## src/rtl/data_cache.sv

```systemverilog
// data_cache: direct-mapped, write-through, no-write-allocate data cache (one 32-bit word per line).
// Latency: load hit 0 cycles (combinational); load miss 1 stall cycle, data presented in FILL; stores 0 cycles.
// Backpressure: stall_o high for the single miss cycle; requester holds req_i/WE_i/A_i/WD_i stable meanwhile.
//
// Ports:
//   clk, rst_n            clock (rising edge), asynchronous active-low reset
//   req_i, WE_i, A_i, WD_i  memory-stage access (WE_i: 00 load, 01 word, 10 half, 11 byte store)
//   RD_o, stall_o         load data and stall back to the memory stage
//   mem_WE_o/A_o/WD_o     request to data_mem; mem_RD_i is its combinational read data
//   hit_cnt_o, miss_cnt_o statistics; live only when DCACHE_STATS_EN is defined, otherwise tied to 0
module data_cache #(
    parameter int SETS       = 8,
    parameter int DATA_WIDTH = 32
) (
    input  logic                  clk,
    input  logic                  rst_n,
    input  logic                  req_i,
    input  logic [1:0]            WE_i,
    input  logic [DATA_WIDTH-1:0] A_i,
    input  logic [DATA_WIDTH-1:0] WD_i,
    output logic [DATA_WIDTH-1:0] RD_o,
    output logic                  stall_o,
    output logic [1:0]            mem_WE_o,
    output logic [DATA_WIDTH-1:0] mem_A_o,
    output logic [DATA_WIDTH-1:0] mem_WD_o,
    input  logic [DATA_WIDTH-1:0] mem_RD_i,
    output logic [31:0]           hit_cnt_o,
    output logic [31:0]           miss_cnt_o
);
    localparam int IDX  = $clog2(SETS);
    localparam int TAGW = DATA_WIDTH - 2 - IDX;

    typedef enum logic {IDLE, FILL} state_t;

    state_t                state_q, state_d;
    logic [DATA_WIDTH-1:0] fill_addr_q;
    logic [SETS-1:0]       valid_q;
    logic [TAGW-1:0]       tag_q  [SETS];
    logic [DATA_WIDTH-1:0] line_q [SETS];

    // Address decode for the requested word and for the word after it
    // (the second word touched by a store that crosses a word boundary).
    logic [IDX-1:0]        idx, idx_nxt, fill_idx;
    logic [TAGW-1:0]       tag, tag_nxt, fill_tag;
    logic [DATA_WIDTH-3:0] word_nxt;

    assign idx      = A_i[IDX+1:2];
    assign tag      = A_i[DATA_WIDTH-1:IDX+2];
    assign word_nxt = A_i[DATA_WIDTH-1:2] + {{(DATA_WIDTH-3){1'b0}}, 1'b1};
    assign idx_nxt  = word_nxt[IDX-1:0];
    assign tag_nxt  = word_nxt[DATA_WIDTH-3:IDX];
    assign fill_idx = fill_addr_q[IDX+1:2];
    assign fill_tag = fill_addr_q[DATA_WIDTH-1:IDX+2];

    logic is_idle, line_hit, next_hit, load_hit, load_miss, store;
    logic [1:0]            off;
    logic                  in_word;
    logic [3:0]            byte_mask;
    logic [DATA_WIDTH-1:0] wd_sh;

    assign is_idle   = (state_q == IDLE);
    assign off       = A_i[1:0];
    assign line_hit  = valid_q[idx] && (tag_q[idx] == tag);
    assign next_hit  = valid_q[idx_nxt] && (tag_q[idx_nxt] == tag_nxt);
    assign load_hit  = is_idle && req_i && (WE_i == 2'b00) && (off == 2'b00) && line_hit;
    assign load_miss = is_idle && req_i && (WE_i == 2'b00) && (off == 2'b00) && !line_hit;
    assign store     = is_idle && req_i && (WE_i != 2'b00);
    assign wd_sh     = WD_i << {off, 3'b000};

    // Store width decode: which bytes of the line are written, and whether the
    // store stays inside one word (otherwise both touched lines are dropped).
    always_comb begin
        in_word   = 1'b0;
        byte_mask = 4'b0000;
        case (WE_i)
            2'b01: begin
                in_word   = (off == 2'b00);
                byte_mask = 4'b1111;
            end
            2'b10: begin
                in_word   = (off != 2'b11);
                byte_mask = 4'b0011 << off;
            end
            2'b11: begin
                in_word   = 1'b1;
                byte_mask = 4'b0001 << off;
            end
            default: ;
        endcase
    end

    always_ff @(posedge clk or negedge rst_n) begin
        if (!rst_n) begin
            state_q     <= IDLE;
            fill_addr_q <= '0;
        end else begin
            state_q <= state_d;
            if (load_miss) fill_addr_q <= {A_i[DATA_WIDTH-1:2], 2'b00};
        end
    end

    always_comb begin
        state_d  = state_q;
        stall_o  = 1'b0;
        RD_o     = mem_RD_i;
        mem_WE_o = 2'b00;
        mem_A_o  = A_i;
        mem_WD_o = WD_i;
        case (state_q)
            IDLE: begin
                if (load_miss) state_d = FILL;
                stall_o = load_miss;
                if (load_hit) RD_o = line_q[idx];
                if (store) mem_WE_o = WE_i;
            end
            FILL: begin
                state_d = IDLE;
                mem_A_o = fill_addr_q;
            end
            default: state_d = IDLE;
        endcase
        // Quiet outputs while reset is held, whatever the request inputs do.
        if (!rst_n) begin
            stall_o  = 1'b0;
            RD_o     = '0;
            mem_WE_o = 2'b00;
        end
    end

    always_ff @(posedge clk or negedge rst_n) begin
        if (!rst_n) begin
            valid_q <= '0;
        end else if (state_q == FILL) begin
            valid_q[fill_idx] <= 1'b1;
        end else if (store && !in_word) begin
            if (line_hit) valid_q[idx]     <= 1'b0;
            if (next_hit) valid_q[idx_nxt] <= 1'b0;
        end
    end

    // Line payload needs no reset: valid_q gates every use of it, and state_q
    // leaves FILL asynchronously so an interrupted fill never writes.
    always_ff @(posedge clk) begin
        if (state_q == FILL) begin
            line_q[fill_idx] <= mem_RD_i;
            tag_q[fill_idx]  <= fill_tag;
        end else if (store && in_word && line_hit) begin
            for (int b = 0; b < 4; b++) begin
                if (byte_mask[b]) line_q[idx][8*b +: 8] <= wd_sh[8*b +: 8];
            end
        end
    end

`ifdef DCACHE_STATS_EN
    logic [31:0] hit_q, miss_q;

    always_ff @(posedge clk or negedge rst_n) begin
        if (!rst_n) begin
            hit_q  <= '0;
            miss_q <= '0;
        end else begin
            if (load_hit && (hit_q != 32'hFFFF_FFFF))   hit_q  <= hit_q + 32'd1;
            if (load_miss && (miss_q != 32'hFFFF_FFFF)) miss_q <= miss_q + 32'd1;
        end
    end

    assign hit_cnt_o  = hit_q;
    assign miss_cnt_o = miss_q;
`else
    assign hit_cnt_o  = '0;
    assign miss_cnt_o = '0;
`endif

endmodule
```

## config.mk

```make
export PLATFORM = sky130hd
export DESIGN_NAME = data_cache
export DESIGN_NICKNAME = d
export VERILOG_FILES = /design/src/rtl/data_cache.sv
export SDC_FILE = /design/constraint.sdc
export NUM_CORES = 1
export LEC_CHECK = 0
export BUFFER_PORTS_ARGS = -buffer_cell sky130_fd_sc_hd__buf_4
export CORE_MARGIN = 5
export CORE_UTILIZATION = 50
export DETAILED_ROUTE_END_ITERATION = 7
export PLACE_DENSITY = 0.71
export SLEW_MARGIN = 20
export SYNTH_ARGS = -nofsm -noshare
export SYNTH_HDL_FRONTEND = slang
export SYNTH_SLANG_ARGS = --single-unit
```

## constraint.sdc

```tcl
create_clock -name clk -period 8.7 [get_ports clk]
set_input_delay 0.87 -clock clk [delete_from_list [all_inputs] [get_ports clk]]
set_output_delay 0.87 -clock clk [all_outputs]
set_load 0.01 [all_outputs]
```

# ---- Yosys cells after proc, flatten, opt, wreduce, memory -nomap -nowiden
# Memories as Yosys holds them, arrays and structs flattened.
# Cells that the tools add are included.
# W data, S select, Z words.
dict set report op_classes {
  n_addsub 1
  order_cmp 6
  n_eq_ne 6
  shift 3
  muxes 50
  n_bitwise 6
  reduce_logical 21
}
# cell n
set ops {}
lappend ops {{$mux W32} 5}
lappend ops {{$eq A27 B27 Y1} 2}
lappend ops {{$mux W8} 6}
lappend ops {{$reduce_or A32 Y1} 1}
lappend ops {{$shl A32 B5 Y32} 1}
lappend ops {{$add A30 B1 Y30 const B} 1}
lappend ops {{$mux W1} 26}
lappend ops {{$and A8 B8 Y8} 2}
lappend ops {{$not A8 Y8} 2}
lappend ops {{$logic_and A1 B1 Y1} 14}
lappend ops {{$lt A3 B4 Y1 const B} 3}
lappend ops {{$pmux W4 S3} 1}
lappend ops {{$demux W1 S3} 3}
lappend ops {{$ge A3 B1 Y1 const B} 3}
lappend ops {{$or A8 B8 Y8} 1}
lappend ops {{$bmux W1 S3} 2}
lappend ops {{$mux W2} 3}
lappend ops {{$eq A2 B2 Y1 const B} 2}
lappend ops {{$logic_not A2 Y1} 2}
lappend ops {{$mux W4} 1}
lappend ops {{$reduce_bool A2 Y1} 2}
lappend ops {{$shl A1 B2 Y4 const A} 1}
lappend ops {{$shl A2 B2 Y4 const A} 1}
lappend ops {{$mux W3} 1}
lappend ops {{6 further kinds} 7}
dict set report word_totals {
  reg_bits 39
  mem_bits_rw 472
  input_bits 101
  word_cells 98
  n_memories 2
}
# name depth width rd rd_ports_with_merged_regs write_ports line
set memory_table {}
lappend memory_table {line_q 8 32 1 0 1 39} ;# logic [DATA_WIDTH-1:0] line_q [SETS];
lappend memory_table {tag_q 8 27 2 0 1 38} ;# logic [TAGW-1:0] tag_q [SETS];

# ---- Logic depth before layout (Yosys ltp)
dict set report logic_depth {
  word_depth 13
  ltp_mapped 17
}

# ---- Worst setup path after synthesis
# Ideal clock, no wire load.
dict set report synth_path {
  path_kind {input-to-output}
  start {in A_i[2]}
  end {out RD_o[26]}
  arrival_ns 4.208
  slack_ns 3.622
  path_stages 15
  path_cell_list {buf_6 -> buf_6 -> buf_1 -> mux2i_1 -> a221oi_1 -> xnor2_1 -> nand4_1 -> or4_1 -> or4_1 -> buf_2 -> nor2_4 -> buf_2 -> buf_2 -> nand4_1 -> o21ai_0}
}
dict set report synth_between {
  elab_chain_cells 7
  word_cells_on_any_way 10
  cone_classes {1 x eq/ne; 5 x mux; 2 x reduce/logical; 2 x memory}
}
# item line
set synth_lines {}
lappend synth_lines {{start: declaration} 19} ;# input logic [DATA_WIDTH-1:0] A_i,
lappend synth_lines {{$mem_v2 Z8 W27 or $bmux W1 S3 (tied branches)} --}
lappend synth_lines {{$eq A27 B27 Y1 or $mux W1 (tied branches)} 63} ;# assign line_hit = valid_q[idx] && (tag_q[idx] == tag);
lappend synth_lines {{$logic_and A1 B1 Y1} 63}
lappend synth_lines {{$logic_and A1 B1 Y1} 65} ;# assign load_hit = is_idle && req_i && (WE_i == 2'b00) && (off == 2'b00) && line_hit;
lappend synth_lines {{$mux W32 (*)} 113} ;# if (load_hit) RD_o = line_q[idx];
lappend synth_lines {{$mux W32 (*)} 109} ;# case (state_q)
lappend synth_lines {{$mux W32 (*)} 123} ;# if (!rst_n) begin
lappend synth_lines {{end: declaration} 21} ;# output logic [DATA_WIDTH-1:0] RD_o,
# Mark *: on every way between the ends. The rest lies on a longest branch, timed or not. The select of a mux whose other input is x is not followed.

# ---- Final worst setup path
dict set report layout_path {
  start {in A_i[2]}
  end {out RD_o[12]}
}
# Same word-level chain as after synthesis.

==> impl_metrics.json <==
{
  "status": "finished with violations",
  "violations": "design-rule violations",
  "grt_use_total_pct": 25.46,
  "die_w_um": 237.3,
  "root_buffer": "clkbuf_16",
  "finalSetupViolCount": 0,
  "path_max_fanout": 110,
  "dr_total_vias": 17470,
  "use_met2_pct": 42.58,
  "ios": 264,
  "cp.arrival_ns": 5.80,
  "rows": 83,
  "final_core_util_pct": 57.31,
  "slew-limit-headroom_pct": 26.61,
  "clock_sinks": 511,
  "drt_wl_total_um": 74130,
  "worstSetupStartpointType": "input pin",
  "drv_cap": 0,
  "cts_htree_levels": 2,
  "multiInputGateArea_um2": 9599,
  "cts.reportedPaths.clkPinSlew_ns": 0.06,
  "core_um2": 51300,
  "synth_compound_area_share_pct": 7.748,
  "die_h_um": 237.3,
  "ys.flop_type": "edfxtp_1",
  "synth-seq-cells": 511,
  "drc_errors": 1,
  "rr_startpoint": "tag_q[6][26]$_DFFE_PP_",
  "area_growth_pct": 13.79,
  "slowest_delay_ns": 0.57,
  "port_buffers": 199,
  "skew_ns": 0.04623,
  "antenna_cells": 0,
  "hold_path_class": "input pin to asynchronous set/reset pin",
  "cts_tree": "done",
  "drv_slew": 0,
  "synth_edf_count": 472,
  "syn_area_um2": 25840,
  "die_area_um2": 56320,
  "final.setup.worst_slack_ns": 2.031,
  "fmax_mhz": 150.0,
  "ant_nets": 0,
  "initial_core_util_pct": 50.36,
  "required_ns": 7.83,
  "grt_pass1_vias": 17540,
  "synth_cell_types": 77,
  "timing_hold_violations_final": 0,
  "crit_path_frequent_cell": "buf_4",
  "rr_worst_depth": 10,
  "grt_use_met3_pct": 4.200,
  "post_cts_buffers": 0,
  "ys_top_cells_by_area": "edfxtp_1, mux4_2, mux2_2",
  "crit_family": "buffers and inverters",
  "grt.met1_usage_pct": 34.31,
  "grt_first_pass_wirelength_um": 110000,
  "worstMarginPinSlew_ns": 1.101,
  "crit_path_end_kind": "output pin",
  "regArea_um2": 15150,
  "hpwlAfterDp_um": 48630,
  "grt_start_max_net_pins": 111,
  "r2r-end": "line_q[6][24]$_DFFE_PP_",
  "nNetsFinal": 2158,
  "muxShareOfSynthArea_pct": 17.17,
  "r2r_slack_ns": 3.46,
  "post_cts_resized": 0,
  "grt.busiest_layer": "met2",
  "drt_iter0_drc": 1782,
  "wl_per_cell_um": 26.71,
  "synth_warnings": 0,
  "cts_buffer_depth": 3,
  "synth_xor_area_share_pct": 2.116,
  "hold_buffers": 0,
  "path_cells": "buf_8 > buf_12 > mux4_2 > mux2i_1 > xor2_1 > nand4_1 > or3_1 > or4_1 > buf_4 > nor2_4 > buf_4 > nand3_1 > o211a_1 > buf_4",
  "gp_congestion": 0.9237,
  "synthAdderAreaFrac_pct": 0.04843,
  "power_density_nw_per_um2": 201.1,
  "crit_path_top_delay_cell": "mux4_2",
  "fin_crit_ns": 6.669,
  "synth_largest_area_cell": "edfxtp_1",
  "worstSetupPathType": "input pin to output pin",
  "clk_latency_ns": 0.63,
  "crit_buf_inv": 5,
  "total_power_mw": 5.914,
  "rsz0062_at_grt": "no",
  "drtPass1Iterations": 8,
  "synthArstFlopShare_pct": 7.632,
  "nFillCells": 4107,
  "overflow": 0,
  "syn_avg_cell_area_um2": 13.44,
  "synth_top_area_share_pct": 54.86,
  "fin_crit_sh_pct": 76.65,
  "antenna_found_initial": 1,
  "syn_inst": 1923,
  "place_ws_ns": 1.993,
  "drive_above_1_share_pct": 26.29,
  "synth-simple-area-share_pct": 8.949,
  "fin_tns_setup_ns": 0,
  "cts_made_buffers": 52,
  "ir_drop_mv": 0.1381,
  "synth_top_family_by_area": "multiplexers",
  "post_drt_via_cell_ratio": 6.293,
  "ys_seq_area_share_pct": 58.63,
  "leakage_nw": 10.47
}
## metal layers
layer  wire, µm  vias to the layer above
li1           -                     7545
met1      28720                     8801
met2      36550                      971
met3       6601                      149
met4       2247                        2
met5         11                        -
## synthesized netlist by cell type, drive strengths merged (22+ instances only)
cell and count:
nor2 55, buf 163, nand2 156, dfrtp 39
o22ai 49, o21ai 75, mux2i 130, clkbuf 70
xnor2 37, nor3 31, xor2 22, nor2b 43
a21oi 60, nand3 61, mux2 134, mux4 72
edfxtp 472
## cells by family (layout without fill, tap and decap cells)
| family | after synthesis | in the layout |
|---|---|---|
| other cells | 1 | 64 |
| flops | 511 | 511 |
| mux | 336 | 336 |
| compound gates | 305 | 305 |
| fa+ha+maj | 1 | 1 |
| simple gates | 457 | 457 |
| buf+inv | 252 | 362 |
| xor+xnor | 60 | 60 |
## cell usage in the layout (no fill, tap or decap), types with 10 or more instances in the layout
master,count
edfxtp_1,472
buf_4,246
nand2_1,156
mux2_2,133
mux2i_1,130
mux4_2,72
o21ai_0,70
conb_1,64
nand3_1,61
a21oi_1,60
nor2_1,54
clkbuf_16,52
o22ai_1,49
nor2b_1,42
dfrtp_1,38
xnor2_1,36
nor3_1,31
xor2_1,21
inv_1,17
nand4_1,17
a221oi_1,16
o221ai_1,16
or3_1,13
or4_1,13
a211oi_1,12
o211a_1,12
clkinv_2,11
nor3b_1,10
nor4_1,10
bufinv_16,10
## layout make-up
class                      instances  share of cell area [%]
clock buffer                      63                   4.668
multi-input combinational       1223                   32.65
inverter                          19                  0.2426
clock inverter                    31                   1.545
timing repair buffer             249                   6.469
tap                              680                   2.894
sequential                       511                   51.53
## worst max path at each step
stage | startpoint | to | depth (start not counted)
final | A_i[2] | RD_o[12] | 14
after global routing | A_i[2] | RD_o[1] | 14
after CTS | A_i[2] | RD_o[0] | 14
after detailed placement | A_i[2] | line_q[6][25]$_DFFE_PP_ | 12
after global placement | A_i[2] | line_q[5][25]$_DFFE_PP_ | 12
after floorplan | A_i[2] | RD_o[26] | 15
## stage by stage
step                      cell area [µm²]  cells  hold slack, ns
final                               29400   2776          0.1997
after global routing                29400   2776          0.2124
after CTS                           29400   2776          0.1863
after detailed placement            27570   2682          0.5505
after global placement              27570   2682          0.5355
after floorplan                     26070   1986          0.5011
## sequential cells by signal (all words and copies together), names as in the netlist
signal       cells
line_q         256
tag_q          216
fill_addr_q     30
valid_q          8
state_q          1
## report_power, final
part / total [mW] / internal, mW / switching [mW]
sequential: 2.88 / 2.79 / 0.0930
combinational: 0.656 / 0.270 / 0.386
clock: 2.37 / 1.42 / 0.950
Note: power is estimated with default switching activity, not from simulation.
